### src/rtl/hex_frame_pkg.sv
// Shared types and constants for the hex frame receive path.
// Optional checksum digit is enabled by defining HEX_FRAME_CHKSUM_EN.
package hex_frame_pkg;

  // Sequencer states. CHK is only entered when the checksum feature is built.
  typedef enum logic [1:0] {
    IDLE     = 2'd0,
    COLLECT  = 2'd1,
    WAIT_END = 2'd2,
    CHK      = 2'd3
  } state_t;

  // ASCII range limits for hex characters.
  localparam logic [7:0] CH_0    = 8'h30;
  localparam logic [7:0] CH_9    = 8'h39;
  localparam logic [7:0] CH_A_UP = 8'h41;
  localparam logic [7:0] CH_F_UP = 8'h46;
  localparam logic [7:0] CH_A_LO = 8'h61;
  localparam logic [7:0] CH_F_LO = 8'h66;

  // Default frame delimiters: '#' starts a frame, CR ends it.
  localparam logic [7:0] DEF_HEAD = 8'h23;
  localparam logic [7:0] DEF_TAIL = 8'h0D;

endpackage

### src/rtl/hex_char_decode.sv
// Combinational ASCII-to-nibble decoder. Accepts 0-9, A-F and a-f;
// anything else reports is_hex=0 with a zero nibble.
module hex_char_decode
  import hex_frame_pkg::*;
(
  input  logic [7:0] ch,
  output logic [3:0] nibble,
  output logic       is_hex
);

  // Classify the character and convert it to its 4-bit value.
  always_comb begin
    nibble = '0;
    is_hex = 1'b0;
    if (ch >= CH_0 && ch <= CH_9) begin
      is_hex = 1'b1;
      nibble = 4'(ch - CH_0);
    end else if (ch >= CH_A_UP && ch <= CH_F_UP) begin
      is_hex = 1'b1;
      nibble = 4'(ch - CH_A_UP) + 4'd10;
    end else if (ch >= CH_A_LO && ch <= CH_F_LO) begin
      is_hex = 1'b1;
      nibble = 4'(ch - CH_A_LO) + 4'd10;
    end
  end

endmodule

### src/rtl/hex_frame_ctrl.sv
// UART receive sequencer: recognises HEAD, DIGITS hex characters, TAIL and
// publishes the packed payload (first digit in the MSBs) on dout with a
// one-cycle dout_vld. Malformed frames and inter-byte timeouts pulse err.
// Define HEX_FRAME_CHKSUM_EN to require an extra hex digit after the data,
// equal to the XOR of all data nibbles, before TAIL.
module hex_frame_ctrl
  import hex_frame_pkg::*;
#(
  parameter int unsigned DIGITS      = 4,
  parameter logic [7:0]  HEAD        = DEF_HEAD,
  parameter logic [7:0]  TAIL        = DEF_TAIL,
  parameter int unsigned TIMEOUT_CYC = 500000
) (
  input  logic                clk,
  input  logic                rst_n,
  input  logic [7:0]          din,
  input  logic                din_vld,
  output logic [4*DIGITS-1:0] dout,
  output logic                dout_vld,
  output logic                err
);

  localparam int unsigned DW = 4 * DIGITS;
  localparam int unsigned CW = $clog2(DIGITS) + 1;
  localparam int unsigned TW = $clog2(TIMEOUT_CYC);

  localparam logic [CW-1:0] CNT_LAST = CW'(DIGITS - 1);
  localparam logic [TW-1:0] TMO_LAST = TW'(TIMEOUT_CYC - 1);

  state_t        state;
  logic [CW-1:0] cnt;
  logic [DW-1:0] shreg;
  logic [TW-1:0] timer;
  logic [3:0]    nibble;
  logic          is_hex;
`ifdef HEX_FRAME_CHKSUM_EN
  logic [3:0]    csum;
`endif

  hex_char_decode u_decode (
    .ch     (din),
    .nibble (nibble),
    .is_hex (is_hex)
  );

  // Frame sequencer with registered outputs and inter-byte timeout.
  always_ff @(posedge clk or negedge rst_n) begin
    if (!rst_n) begin
      state    <= IDLE;
      cnt      <= '0;
      shreg    <= '0;
      timer    <= '0;
      dout     <= '0;
      dout_vld <= 1'b0;
      err      <= 1'b0;
`ifdef HEX_FRAME_CHKSUM_EN
      csum     <= '0;
`endif
    end else begin
      dout_vld <= 1'b0;
      err      <= 1'b0;

      // Timer only counts idle clocks inside a frame.
      if (state == IDLE || din_vld) begin
        timer <= '0;
      end else begin
        timer <= timer + 1'b1;
      end

      // A byte arriving on the timeout clock takes priority over the timeout.
      if (din_vld) begin
        case (state)
          IDLE: begin
            if (din == HEAD) begin
              cnt   <= '0;
              shreg <= '0;
`ifdef HEX_FRAME_CHKSUM_EN
              csum  <= '0;
`endif
              state <= COLLECT;
            end
          end

          COLLECT: begin
            if (is_hex) begin
              shreg <= (shreg << 4) | DW'(nibble);
              cnt   <= cnt + 1'b1;
`ifdef HEX_FRAME_CHKSUM_EN
              csum  <= csum ^ nibble;
              if (cnt == CNT_LAST) state <= CHK;
`else
              if (cnt == CNT_LAST) state <= WAIT_END;
`endif
            end else if (din == HEAD) begin
              err   <= 1'b1;
              cnt   <= '0;
              shreg <= '0;
`ifdef HEX_FRAME_CHKSUM_EN
              csum  <= '0;
`endif
              state <= COLLECT;
            end else begin
              err   <= 1'b1;
              state <= IDLE;
            end
          end

`ifdef HEX_FRAME_CHKSUM_EN
          CHK: begin
            if (is_hex && nibble == csum) begin
              state <= WAIT_END;
            end else if (din == HEAD) begin
              err   <= 1'b1;
              cnt   <= '0;
              shreg <= '0;
              csum  <= '0;
              state <= COLLECT;
            end else begin
              err   <= 1'b1;
              state <= IDLE;
            end
          end
`endif

          WAIT_END: begin
            if (din == TAIL) begin
              dout     <= shreg;
              dout_vld <= 1'b1;
              state    <= IDLE;
            end else if (din == HEAD) begin
              err   <= 1'b1;
              cnt   <= '0;
              shreg <= '0;
`ifdef HEX_FRAME_CHKSUM_EN
              csum  <= '0;
`endif
              state <= COLLECT;
            end else begin
              err   <= 1'b1;
              state <= IDLE;
            end
          end

          default: state <= IDLE;
        endcase
      end else if (state != IDLE && timer == TMO_LAST) begin
        err   <= 1'b1;
        state <= IDLE;
      end
    end
  end

endmodule

### config.mk
export PLATFORM = sky130hd
export DESIGN_NAME = hex_frame_ctrl
export DESIGN_NICKNAME = d
export VERILOG_FILES = /design/src/rtl/hex_frame_pkg.sv /design/src/rtl/hex_char_decode.sv /design/src/rtl/hex_frame_ctrl.sv
export SDC_FILE = /design/constraint.sdc
export NUM_CORES = 1
export LEC_CHECK = 0
export BUFFER_PORTS_ARGS = -buffer_cell sky130_fd_sc_hd__buf_4
export CORE_MARGIN = 10
export CORE_UTILIZATION = 55
export DETAILED_ROUTE_END_ITERATION = 8
export PLACE_DENSITY = 0.75
export SLEW_MARGIN = 20
export SYNTH_ARGS = -nofsm -noshare
export SYNTH_HDL_FRONTEND = slang
export SYNTH_HIERARCHICAL = 1
export SYNTH_SLANG_ARGS = --single-unit
export TNS_END_PERCENT = 20
### constraint.sdc
create_clock -name clk -period 5.6 [get_ports clk]
set_clock_uncertainty 0.05 [all_clocks]
set_input_delay 0.56 -clock clk [delete_from_list [all_inputs] [get_ports clk]]
set_output_delay 0.56 -clock clk [all_outputs]
set_load 0.05 [all_outputs]
After elaboration in Yosys (flattened, before gate mapping)

Cells that the tools add are included.

$add $sub $neg: 7
Order comparisons: 6
Eq/ne operators: 9
Multiplexer cells: 31
Bitwise operators: 1
Reduce and logical (&&, ||, !) cells: 12

Operators with widths:

| operator                                                                            | count |
|---|---|
| 16-bit two-way mux                                                                  | 3 |
| 16-bit one-hot mux with 3 select lines                                              | 1 |
| 19-bit by 1-bit adder with 19-bit output, second input constant                     | 1 |
| 19-bit equality test, second input constant                                         | 1 |
| 19-bit two-way mux                                                                  | 1 |
| 8-bit by 7-bit greater-or-equal comparator with 1-bit output, second input constant | 2 |
| 8-bit by 7-bit <= comparator with 1-bit output, second input constant               | 2 |
| 16-bit by 4-bit OR with 16-bit output                                               | 1 |
| 2-bit two-way mux                                                                   | 6 |
| 4-bit two-way mux                                                                   | 3 |
| 4-bit by 1-bit subtractor with 4-bit output, second input constant                  | 3 |
| 1-bit two-way mux                                                                   | 11 |
| 3-bit two-way mux                                                                   | 3 |
| 3-bit one-hot mux with 3 select lines                                               | 1 |
| 3-bit AND reduction                                                                 | 3 |
| 4-bit adder, second input constant                                                  | 2 |
| 8-bit by 4-bit equality test with 1-bit output, second input constant               | 1 |
| 8-bit by 6-bit equality test with 1-bit output, second input constant               | 1 |
| 8-bit by 6-bit greater-or-equal comparator with 1-bit output, second input constant | 1 |
| 8-bit by 6-bit <= comparator with 1-bit output, second input constant               | 1 |
| 2-bit one-hot mux with 3 select lines                                               | 1 |
| 1-bit logical AND                                                                   | 4 |
| 4-bit != test, second input constant                                                | 1 |
| 2-bit nonzero test                                                                  | 2 |
| other kinds (10)                                                                    | 10 |

Register bits: 58
Input port bits: 11

Logic depth before layout (Yosys ltp)

Gate-level depths: netlist (run 1).

Word-level depth: 8
Depth in mapped cells: 10
Mapped depth without buffers: 9

By module

The synthesis (run 1) kept the hierarchy.

Modules (own cells, without submodules):

| module          | times used | cells an instance | area each (µm²) | seq. area each (µm²) |
|---|---|---|---|---|
| hex_frame_ctrl  | 1          | 215               | 2592.5          | 1451.4 |
| hex_char_decode | 1          | 25                | 192.7           | 0.0 |

Worst setup path before layout (run 1)

No wires, ideal clock.

Kind: input to register
Start point: in din[7]
End point: reg shreg[12]
Library setup time: 0.121 ns
Arrival: 2.498 ns
Setup slack: 2.931 ns
Stages: 8
Path buffers: 2
Cell sequence: or4b_4 a311oi_2 or2_1 nand2_1 a2111o_1 buf_2 buf_4 a22o_1

Longest elaborated chain between the ends: 7
Elaborated cells on any way between the ends: 20
Classes of those cells: 6 x order compare; 3 x eq/ne; 7 x mux; 4 x reduce/logical

RTL lines:

| what                                                                                                                                  | RTL line              | RTL |
|---|---|---|
| from (decl)                                                                                                                           | hex_frame_ctrl.sv:16  | `input logic [7:0] din,` |
| 8-bit by 7-bit greater-or-equal comparator with 1-bit output / 8-bit by 7-bit <= comparator with 1-bit output (equally long branches) | hex_char_decode.sv:21 | `end else if (ch >= CH_A_LO && ch <= CH_F_LO) begin` |
| 1-bit logical AND                                                                                                                     | hex_char_decode.sv:21 |  |
| 1-bit two-way mux                                                                                                                     | hex_char_decode.sv:21 |  |
| 1-bit two-way mux                                                                                                                     | hex_char_decode.sv:18 | `end else if (ch >= CH_A_UP && ch <= CH_F_UP) begin` |
| 1-bit two-way mux *                                                                                                                   | hex_char_decode.sv:15 | `if (ch >= CH_0 && ch <= CH_9) begin` |
| via is_hex                                                                                                                            | hex_frame_ctrl.sv:35  | `logic is_hex;` |
| 16-bit two-way mux *                                                                                                                  | hex_frame_ctrl.sv:85  | `if (is_hex) begin` |
| 16-bit one-hot mux with 3 select lines *                                                                                              | hex_frame_ctrl.sv:72  | `case (state)` |
| to (signal assigned)                                                                                                                  | hex_frame_ctrl.sv:86  | `shreg <= (shreg << 4) \| DW'(nibble);` |
| to (decl)                                                                                                                             | hex_frame_ctrl.sv:32  | `logic [DW-1:0] shreg;` |

The timed path passes the listed nets; every way through them passes the cells marked *. The select of a mux whose other input is x is not followed.
A chain may end at the register's enable or synchronous reset.

Worst setup path in the final report (run 1)

Start point: in din[7]
End point: reg cnt[0]

Longest elaborated chain between the ends: 7
Elaborated cells on any way between the ends: 20
Classes of those cells: 6 x order compare; 3 x eq/ne; 7 x mux; 4 x reduce/logical

RTL lines:

| what                                                                                                                                  | RTL line              | RTL |
|---|---|---|
| 8-bit by 7-bit greater-or-equal comparator with 1-bit output / 8-bit by 7-bit <= comparator with 1-bit output (equally long branches) | hex_char_decode.sv:21 |  |
| 1-bit logical AND                                                                                                                     | hex_char_decode.sv:21 |  |
| 1-bit two-way mux                                                                                                                     | hex_char_decode.sv:21 |  |
| 1-bit two-way mux                                                                                                                     | hex_char_decode.sv:18 |  |
| 1-bit two-way mux *                                                                                                                   | hex_char_decode.sv:15 |  |
| via is_hex                                                                                                                            | hex_frame_ctrl.sv:35  |  |
| 3-bit two-way mux *                                                                                                                   | hex_frame_ctrl.sv:85  |  |
| 3-bit one-hot mux with 3 select lines *                                                                                               | hex_frame_ctrl.sv:72  |  |
| to (signal assigned)                                                                                                                  | hex_frame_ctrl.sv:87  | `cnt <= cnt + 1'b1;` |
| to (decl)                                                                                                                             | hex_frame_ctrl.sv:31  | `logic [CW-1:0] cnt;` |

Marks and branches as above.

==> results of run 1 <==
[layer usage]
| layer | up-vias | track usage (%) | part of all wire (%) |
|---|---|---|---|
| li1 | 945 | - | - |
| met1 | 947 | 15.9 | 46 |
| met2 | 30 | 22.7 | 49 |
| met3 | 9 | 4.12 | 4.0 |
| met4 | 0 | 7.18 | 1.4 |
| met5 | - | 0 | 0 |
[cell families after synthesis]
group                    after synthesis  share of synthesized area, %
AO/OA/AOI/OAI                         49                          13.7
XOR/XNOR                              10                          3.14
adder cells (fa/ha/maj)               11                          4.94
buffers and inverters                 18                          2.74
flip-flops                            58                          52.1
multiplexers                          18                          7.23
AND/OR/NAND/NOR                       76                          16.1
[area by class of cell]
type | instances | area, sq um | share of cell area [%]
clock buffer | 9 | 124 | 3.74
clock inverter | 7 | 141 | 4.27
inverter | 11 | 41.3 | 1.25
multi-input combinational | 164 | 1260 | 38.0
sequential | 58 | 1450 | 43.9
tap | 67 | 83.8 | 2.53
timing repair buffer | 28 | 210 | 6.35
[final timing paths]
check	cells past startpoint	start	slack [ps]	to
worst max-delay path	7	din[7]	2930	cnt[0]
worst min-delay path	1	rst_n	220	dout[3]
worst max register to register	5	state[0]	3540	cnt[0]
worst min register to register	1	timer[0]	430	timer[0]
max in group asynchronous	1	rst_n	4770	err
min in group clk	1	timer[0]	430	timer[0]
[registers in the layout (all words and copies together), names as in the netlist]
signal and cells:
err 1, dout 16, timer 19, shreg 16
cnt 3, dout_vld 1, state 2
[critical path, cell delays in order]
cell	delay, ps
buf_4	120
or4b_4	540
a311oi_2	310
or2_1	170
nand2_1	130
a2111o_1	640
mux2_2	370
[metrics by stage]
step                      setup WS (ps)  cells  power, mW
after global placement             2630    328      0.504
after detailed placement           2590    328      0.505
after floorplan                    2930    240      0.477
final                              2930    344       1.01
after CTS                          2960    344       1.02
after global routing               2840    344       1.05
[power by group]
part | internal (mW) | total [mW] | switching, mW | leakage [nW]
logic | 0.0245 | 0.0627 | 0.0382 | 0.639
registers | 0.426 | 0.433 | 0.00652 | 0.809
clock network | 0.340 | 0.514 | 0.173 | 0.129
total | 0.791 | 1.01 | 0.218 | 1.58
[cells in the final DEF, fill, tap and decap left out, types with 5 or more instances in the layout]
cell      synthesis  final
nor4_1            7      7
nand3_1           5      5
a21oi_1           9      9
inv_1            11     11
mux2_2           17     17
nor2_1           17     17
ha_1             11     11
xnor2_1           6      6
a22o_1           19     19
nand2_1          14     14
dfrtp_1          58     58
buf_4             1     28
clkbuf_8          0      9
nand4_1           6      6
==> summary.md, run 1 <==
| Metric | Value |
|---|---|
| Status | finished, final reports clean |
| Post-synthesis cell type with the largest combined area | dfrtp_1 |
| CTS tree | yes |
| Startpoint Class | primary input |
| Critical path class | in -> reg |
| Slew @ Worst Pin | 903 ps |
| Routed Antenna Nets | 0 |
| PwrDens | 305 nW/um^2 |
| 1st-iter DRT viols | roughly 100 |
| # nets final | around 290 |
| Final Slew Violations | 0 |
| Max-cap violations | 0 |
| Num ports | 29 |
| Yosys reg bits | 58 |
| Die W | ~91 um |
| Library cells used by synthesis | 47 |
| Hold crit path type | in -> async |
| Synth area leaders | dfrtp_1 (52%), mux2_2 (6.9%), a22o_1 (6.0%) |
| Post-Synthesis Net Count | about 260 |
| Final GP Congestion | ~0.82 |
| RSZ-0062 raised after global routing | false |
| Setup crit end kind | flip-flop |
| Design Area, Final | 3310 sq um |
| Gates resized, CTS repair | 0 |
| Most instantiated cells after synthesis | dfrtp_1 (58), a22o_1 (19), mux2_2 (17), nor2_1 (17), nand2_1 (14) |
| Antenna Diode Count | 0 |
| Sequential area share after synthesis | between 50% and 60% |
| Die height | ~90 um |
| Final setup fails | 0 |
| Cells after synthesis | 240 |
| Die footprint | ~8300 sq um |
| Rows | 25 |
| Detailed Route WL | between 5000 and 6000 um |
| Fin crit share | 47.7% |
| Placed Area | 3040 sq um |
| Area share of the largest cell type after synthesis | a little over half |
| Arrival time worst endpoint | roughly 2900 ps |
| GRT Overall Usage | between 10 and 15% |
| DRC errors left | 0 |
| Peak supply drop | 211 uV |
| Placeable Area | ~4800 sq um |
| Largest net degree at the start of global routing | between 50 and 60 |
| Starting Density | between 50% and 60% |
| Post CTS Setup Buffer Count | 0 |
| Vias | 1931 |
| Gr ovfl total | 0 |
| Max_slew headroom | between 30 and 40% |
| Critical-path maximum fanout | 19 |
| Clock Latency Late Sink | ~340 ps |
| Worst Path Required | around 5800 ps |
| Final Hold Fails | 0 |
| Synth warnings | 6 |
| Initial antenna violation count | 0 |
| Number of buffers on the longest clock path | 2 |
| Max Freq | between 300 and 400 MHz |
| Final Hold Slack | 224 ps |
| Fin crit period | ~2700 ps |
| Util after Layout | approximately 69% |
| Share of cells above drive strength 1 | a little over a quarter |
| Layout area overhead | 18.8% |
| Hpwl dp | roughly 3800 um |
| Final TNS setup | 0 ps |
| WL/cell | 15.8 um |
| Area of the mapped netlist | between 2000 and 3000 sq um |
| Fill cell total of the finished layout | 375 |
| CTS buffer count | 9 |
| Syn Area/Cell | 11.6 sq um |
| FFs w/ async S/R, synth | between 90% and 100% |
| TritonCTS Sinks | slightly below 60 |
| LEAKAGE | 1.58 nW |
| DRT Pass-1 Iters | 4 |
| Clock transition at path regs | roughly 70 ps |
| First-pass GRT wire length | 9360 um |
| DR vias/cell | 5.61 |
| Vias in the first global route | a little under 2000 |
| Most common cell in the synthesized netlist | dfrtp_1 |
| H-tree depth | 3 |
| Cts hold-fix bufs | 0 |
| Post-synth EDFFs | 0 |
| Root buf cell | clkbuf_8 |
| PortBufs | 28 |
| Synth Flop Type | dfrtp_1 |
(Power assumes the default switching activity.)
==> run 2: changes to the inputs <==
--- a/config.mk
+++ b/config.mk
@@ -7,7 +7,7 @@
 export LEC_CHECK = 0
 export BUFFER_PORTS_ARGS = -buffer_cell sky130_fd_sc_hd__buf_4
 export CORE_MARGIN = 10
-export CORE_UTILIZATION = 55
+export CORE_UTILIZATION = 52
 export DETAILED_ROUTE_END_ITERATION = 8
 export PLACE_DENSITY = 0.75
 export SLEW_MARGIN = 20
==> constraint.sdc (replaced) <==
create_clock -name clk -period 2.4 [get_ports clk]
set_clock_uncertainty 0.05 [all_clocks]
set_input_delay 0.24 -clock clk [delete_from_list [all_inputs] [get_ports clk]]
set_output_delay 0.24 -clock clk [all_outputs]
set_load 0.05 [all_outputs]
==> run 2 against run 1 <==
  * Sequential share of layout area decreased by 0.62 points
  * Die area increased by 4.5%
  * Combinational power rose by 150%
  * Sequential power increased by 130%
  * Non-clock buffer count rose by 10
  * Highest routed layer unchanged
  * Utilization fell by 3.4 points
  * Final cell count increased by 3.8%
==> summary.md, run 2 (same netlist as run 1, synthesis figures left out) <==
| Metric | Value |
|---|---|
| # nets final | 304 (+3.4%) |
| PwrDens | 642 nW/um^2 (+110%) |
| First-pass GRT wire length | 9300 um (-0.66%) |
| Root buf cell | clkbuf_8 |
| Final Hold Slack | 146 ps (-77.8 ps) |
| Placeable Area | 5140 sq um (+6.7%) |
| PortBufs | 28 (unchanged) |
| Vias | 1988 (+3.0%) |
| Largest registers | timer x19, dout x16, shreg x16 |
| Worst Path Required | 2570 ps (-3200 ps) |
| Arrival time worst endpoint | 2200 ps (-650 ps) |
| Area of the multi-input gates | 1260 sq um (unchanged) |
| Fill cell total of the finished layout | 425 (+13%) |
| Met2 WL post-DR | 2720 um (+2.3%) |
| Biggest register | timer |
| Combinational power share | 7.2% (+1.0 points) |
| Gr ovfl total | 0 (unchanged) |
| Final setup fails | 0 (unchanged) |
| RSZ-0062 raised after global routing | false |
| Gates resized, CTS repair | 0 (unchanged) |
| Cts hold-fix bufs | 1 (+1) |
| Largest net degree at the start of global routing | 59 (unchanged) |
| Critical path class | in -> reg |
| Die footprint | 8680 sq um (+4.5%) |
| Peak supply drop | 394 uV (+87%) |
| Reported net switching power | 486 uW (+120%) |
| GRT Overall Usage | 13.4% (-0.41 points) |
| Status | finished, final reports clean |
| Max reg flops | 19 (unchanged) |
| Pint | 1.67 mW (+110%) |
| Final GP Congestion | 0.889 (+7.8%) |
| Setup crit end kind | flip-flop |
| Fin crit share | roughly 85% |
| Share of cells above drive strength 1 | 29.3% (+1.8 points) |
| DR vias/cell | 5.57 (-0.80%) |
| Final TNS setup | 0 ps (unchanged) |
| Clk pwr share | 45.9% (-5.0 points) |
| Hpwl dp | 3780 um (+0.66%) |
| CTS buffer count | 9 (unchanged) |
| Post CTS Setup Buffer Count | 0 (unchanged) |
| Routed Antenna Nets | 0 (unchanged) |
| Final Slew Violations | 0 (unchanged) |
| Max Freq | about 490 MHz |
| CTS tree | yes |
| Slew @ Worst Pin | 703 ps (-200 ps) |
| Flop pwr share | 46.9% (+4.0 points) |
| Clock Latency Late Sink | 330 ps (about the same) |
| H-tree depth | 3 (unchanged) |
| Num ports | 29 (unchanged) |
| DRT Pass-1 Iters | 4 (unchanged) |
| Starting Density | 54.2% (-3.6 points) |
| DRC errors left | 0 (unchanged) |
| Clock transition at path regs | 60 ps (about the same) |
| Critical-path maximum fanout | 13 (-6) |
| LEAKAGE | 1.61 nW (+1.9%) |
| Final Hold Fails | 0 (unchanged) |
| Initial antenna violation count | 0 (unchanged) |
| TritonCTS Sinks | 58 (unchanged) |
| Max-cap violations | 0 (unchanged) |
| Die W | 93.2 um (+2.2%) |
| Max_slew headroom | 53.1% (+14 points) |
| Hold crit path type | in -> reg |
| Startpoint Class | primary input |
| Register Area | 1450 sq um (unchanged) |
| Detailed Route WL | 5450 um (+0.17%) |
| Switching power share of the total | 22.5% (+0.96 points) |
| Most frequent cells in the layout | dfrtp_1 (58), buf_4 (36), a22o_1 (19) |
| Commonest non-fill, non-tap cell in the layout | dfrtp_1 |
| WL/cell | 15.3 um (-3.5%) |
| M1 WL | 2380 um (-4.1%) |
| WL met3 | 292 um (+35%) |
| Top layer used by detailed routing | met4 |
| Layout area overhead | 20.5% |
| Fin crit period | just over 2000 ps |
| Rows | 26 (+4.0%) |
| Die height | 93.2 um (+2.2%) |
| Number of buffers on the longest clock path | 2 (unchanged) |
| Antenna Diode Count | 0 (unchanged) |
| 1st-iter DRT viols | 104 (+0.97%) |
| Vias in the first global route | 1976 (-0.40%) |
run 2: worst max-delay path: stages:
cell      delay, ps
buf_4           120
or4b_4          540
a311oi_2        270
or2_1           170
nand2_1          70
a2111o_1        400
buf_4           200
a22o_1          190
run 2: metal layers:
metal / vias up / GRT usage (%)
met1: 977 / 15.6
met2: 39 / 21.6
li1: 967 / -
met3: 5 / 4.80
met5: - / 0
met4: 0 / 6.17
run 2: area by class of cell:
type | instances | share of cell area [%]
repair buffers | 38 | 8.95
well taps | 70 | 2.61
inverters | 11 | 1.23
clock inverters | 5 | 2.31
flip-flops and latches | 58 | 43.2
clock buffers | 11 | 4.21
multi-input cells | 164 | 37.5
run 2: per-stage QoR:
stage          total power [mW]  util (%)  cells  setup WS [ps]  instance area, sq um
3_3_place_gp               1.18      60.9    340           75.8                  3130
6_report                   2.16      65.3    357            366                  3360
4_1_cts                    2.18      65.3    357            389                  3360
2_1_floorplan              1.11         -    240           51.4                  2790
5_1_grt                    2.26      65.3    357            263                  3360
3_5_place_dp               1.19      60.9    340           31.1                  3130
run 2: worst paths after layout:
check	from	to	slack, ps	cells after the start
setup / recovery	din[7]	shreg[2]	370	8
hold / removal	din_vld	err	150	3
min in group asynchronous	rst_n	shreg[5]	450	2
max in group asynchronous	rst_n	err	1380	2
setup reg to reg	timer[2]	timer[13]	510	4
hold reg to reg	timer[0]	timer[0]	430	1
run 2: power by group through the flow:
stage	Sequential, mW	Clock (mW)	Combinational [mW]
after floorplan	1.03	0	0.0875
after global placement	1.03	0	0.154
after detailed placement	1.03	0	0.158
after CTS	1.01	1.01	0.160
after global routing	1.01	1.06	0.182
final	1.01	0.988	0.156
